<file path="config.mk">
export PLATFORM = sky130hd
export DESIGN_NAME = seq_detector_param
export DESIGN_NICKNAME = d
export VERILOG_FILES = /design/src/rtl/seq_detector_param.sv
export SDC_FILE = /design/constraint.sdc
export NUM_CORES = 1
export LEC_CHECK = 0
export BUFFER_PORTS_ARGS = -buffer_cell sky130_fd_sc_hd__buf_2
export CAP_MARGIN = 25
export CELL_PAD_IN_SITES_DETAIL_PLACEMENT = 0
export CELL_PAD_IN_SITES_GLOBAL_PLACEMENT = 2
export CORE_MARGIN = 5
export CORE_UTILIZATION = 31
export CTS_CLUSTER_DIAMETER = 30
export CTS_CLUSTER_SIZE = 25
export DETAILED_ROUTE_END_ITERATION = 8
export MAX_ROUTING_LAYER = met4
export PLACE_DENSITY_LB_ADDON = 0.1
export SLEW_MARGIN = 20
export SYNTH_ARGS = -nofsm -noshare
export SYNTH_HDL_FRONTEND = slang
export SYNTH_SLANG_ARGS = --single-unit
</file>
<file path="constraint.sdc">
create_clock -name clk -period 2.15 [get_ports clk]
set_input_delay 0.3225 -clock clk [delete_from_list [all_inputs] [get_ports clk]]
set_output_delay 0.3225 -clock clk [all_outputs]
set_load 0.005 [all_outputs]
</file>
<file path="src/rtl/seq_detector_param.sv">
// Serial pattern detector: runtime-loadable PAT_W-bit pattern, optional overlap, saturating match counter.
// Latency 1 cycle (registered out pulse); no backpressure, a bit is consumed on every edge with in_valid=1.
module seq_detector_param #(
    parameter int               PAT_W   = 4,
    parameter logic [PAT_W-1:0] PATTERN = PAT_W'(4'b1011),
    parameter int               OVERLAP = 1,
    parameter int               CNT_W   = 8
) (
    input  logic             clk,
    input  logic             rst,
    input  logic             i,
    input  logic             in_valid,
    input  logic             pat_load,
    input  logic [PAT_W-1:0] pat_in,
    input  logic             count_clr,
    output logic             out,
    output logic [CNT_W-1:0] match_count
);
    localparam int               FILL_W   = $clog2(PAT_W + 1);
    localparam logic [FILL_W-1:0] FILL_MAX = FILL_W'(PAT_W);
    localparam logic [FILL_W-1:0] FILL_ARM = FILL_W'(PAT_W - 1);
    localparam logic [CNT_W-1:0]  CNT_MAX  = '1;

    logic [PAT_W-1:0]  hist_q, hist_d;
    logic [PAT_W-1:0]  pat_q, pat_d;
    logic [FILL_W-1:0] fill_q, fill_d;
    logic              out_q, out_d;
    logic [CNT_W-1:0]  cnt_q, cnt_d;
    logic [PAT_W-1:0]  shifted;
    logic              match;

    always_comb begin
        shifted = {hist_q[PAT_W-2:0], i};
        // Fill gating keeps a zero-filled history from matching leading-zero patterns.
        match   = in_valid && !pat_load && (fill_q >= FILL_ARM) && (shifted == pat_q);
        hist_d  = hist_q;
        pat_d   = pat_q;
        fill_d  = fill_q;
        out_d   = 1'b0;
        cnt_d   = cnt_q;

        if (pat_load) begin
            pat_d  = pat_in;
            hist_d = '0;
            fill_d = '0;
        end else begin
            out_d = match;
            if (in_valid) begin
                hist_d = shifted;
                if (match && (OVERLAP == 0)) begin
                    fill_d = '0;
                end else if (fill_q != FILL_MAX) begin
                    fill_d = fill_q + FILL_W'(1);
                end
            end
        end

        if (count_clr) begin
            cnt_d = match ? CNT_W'(1) : '0;
        end else if (match && (cnt_q != CNT_MAX)) begin
            cnt_d = cnt_q + CNT_W'(1);
        end
    end

    always_ff @(posedge clk) begin
        if (rst) begin
            hist_q <= '0;
            pat_q  <= PATTERN;
            fill_q <= '0;
            out_q  <= 1'b0;
            cnt_q  <= '0;
        end else begin
            hist_q <= hist_d;
            pat_q  <= pat_d;
            fill_q <= fill_d;
            out_q  <= out_d;
            cnt_q  <= cnt_d;
        end
    end

    assign out         = out_q;
    assign match_count = cnt_q;

endmodule
</file>
==> flow_summary.toml <==
[floorplan]
io_pins = 19
num_rows = 19
die_y_um = 64.5
core-area_um2 = 2810
start_util_pct = 32.8
die_w_um = 64.5
dieArea_um2 = 4160

[cells_and_area]
nets = 133
fin_util_pct = 37.9
fill_cells = 305
multi_input_area_um2 = 509
seq_area_um2 = 380
most-common-layout-cells = "19 x dfxtp_1, 18 x buf_2, 12 x nor2_1"
drive_gt1_share_pct = 24.6
antennaDiodeCount = 0
syn_to_final_growth_pct = 15.5
final_common_cell = "dfxtp_1"

[clock_network]
worstSkewPairLatency_ps = 300
cts_root_buffer = "clkbuf_4"
postCtsResizedCells = 0
cts_buffer_depth = 2
htreeDepth = 1
numCtsBuffers = 3
cts_hold_buf = 0
path_clk_slew_ps = 110
cts_num_sinks = 19
cts_tree = "yes"
post_cts_buffers = 0

[yosys]
synth_top_family_by_area = "simple AND/OR/NAND/NOR gates"
yosys-mux-area-fraction_pct = 5.43
ys_seq_area_share_pct = 41.3
yosysUniqueCellTypes = 28
syn-num-nets = 113
synth-xor-area-share_pct = 6.66
ys_seq_elements = 19
synth-async-reset-ratio_pct = 0
syn_area_um2 = 921
avgSynthCellArea_um2 = 9.30
syn_inst = 99
synthFlopType = "dfxtp_1"
ys_warn_count = 0
synth-simple-area-share_pct = 26.2
synth_fa_ha_area_share_pct = 5.43
synth_compound_area_share_pct = 11.5
synth-edff-count = 0

[worst_setup_path]
worst-setup-path-type = "flop to flop"
endpoint_kind = "flop"
critPathArrivalTime_ps = 2110
required_ps = 2390
start_kind = "flop"
path_max_fanout = 5

[global_routing]
antenna_found_initial = 0
grt.overflow.total = 0
grt_pass1_vias = 742
grt_usage_pct = 10.4
grt_max_degree = 11
grt_pass1_wl_mm = 3.35

[drt]
via_per_inst = 4.85
drt-initial-drc-count = 4
route.detailed.drc = 0
vias = 722
ant_nets = 0
routedWlPerCell_um = 12.2
wirelength_mm = 1.82
first_pass_iters = 3

[min_path]
hold_class = "input port to flop"

[sta]
fmax_mhz = 534
finalCriticalPeriod_ps = 1870
setup-tns-final_ps = 0
fin_crit_sh_pct = 87.1
max-slew-margin-rel_pct = 74.1
final-setup-viol-count = 0
final_max_slew_viol_count = 0
hold_slack_ps = 223
hold_viol_final = 0
final.setup_skew_ps = 3.47
rsz0062_at_grt = "false"
tightestPinTransition_ps = 387

[power_and_ir_drop]
totalPowerFinal_w = 0.000598
p_leak_nw = 0.456
power_density_nw_per_um2 = 563
vdd_drop_max_v = 0.000328

[status]
status = "complete, no violations"

[place]
io_buffers = 18
hpwl_mm = 1.42
place.gp.congestion = 0.696

[job]
maxCapViolations = 0
-- synthesized netlist by cell type (2+ instances only) --
| library cell | count | area share [%] |
|---|---|---|
| or2_2 | 3 | 2.0 |
| dfxtp_1 | 19 | 41 |
| nand3_1 | 3 | 1.6 |
| clkbuf_1 | 2 | 0.82 |
| inv_1 | 4 | 1.6 |
| ha_1 | 4 | 5.4 |
| xor2_1 | 5 | 4.8 |
| nor2b_1 | 5 | 3.4 |
| or3_1 | 4 | 2.7 |
| xnor2_1 | 2 | 1.9 |
| mux2i_1 | 5 | 5.4 |
| nor2_1 | 12 | 4.9 |
| nand4_1 | 3 | 2.0 |
| a21oi_1 | 8 | 4.3 |
| o21ai_0 | 5 | 2.7 |
| a211o_1 | 3 | 2.9 |
-- worst paths after layout --
kind	startpoint	to	slack (ps)	depth (start not counted)
worst max-delay path	fill_q[0]	match_count[7]	280	7
worst min-delay path	pat_in[3]	pat_q[3]	220	2
worst max register to register	fill_q[0]	match_count[7]	280	7
worst min register to register	match_count[7]	match_count[7]	520	2
-- metal layers --
layer | global-route usage (%) | up-vias | wire length, µm
met3 | 4.15 | 2 | 102
met4 | 3.17 | 0 | 19
met5 | - | - | 0
met2 | 14.9 | 14 | 737
met1 | 13.5 | 326 | 963
li1 | - | 380 | -
-- cell families after synthesis --
group	Yosys count
simple gates	38
flops	19
compound gates	18
buf+inv	8
xor+xnor	7
mux	5
fa+ha+maj	4
-- sequential cells by signal, indices dropped and copies added (netlist names) --
register	flops
match_count	8
pat_q	4
fill_q	3
hist_q	3
out	1
-- critical path, cell delays in order, from the launching register on --
cell      delay [ps]
dfxtp_1          410
ha_1             180
ha_1             140
a211oi_1          70
nor4_2           350
nand4_2          190
or3_1            340
a21oi_1          140
-- area by class of cell --
class,instances,area share (%)
multi-input cells,72,47.9
flip-flops and latches,19,35.8
repair buffers,18,8.47
well taps,31,3.65
clock buffers,4,2.47
inverters,5,1.76
-- power by group --
part	internal (W)	switching, W
clock	0.0000722	0.000110
combinational	0.0000228	0.0000287
sequential	0.000359	0.00000582
total	0.000454	0.000144
-- per-stage QoR --
stage / cell area (µm²) / setup slack [ps] / cells
finish: 1060 / 277 / 149
CTS: 1060 / 244 / 149
floorplan: 921 / 446 / 99
global route: 1060 / 26.1 / 149
detailed placement: 1040 / 277 / 145
global placement: 1040 / 353 / 145
Note: power is estimated with default switching activity, not from simulation.
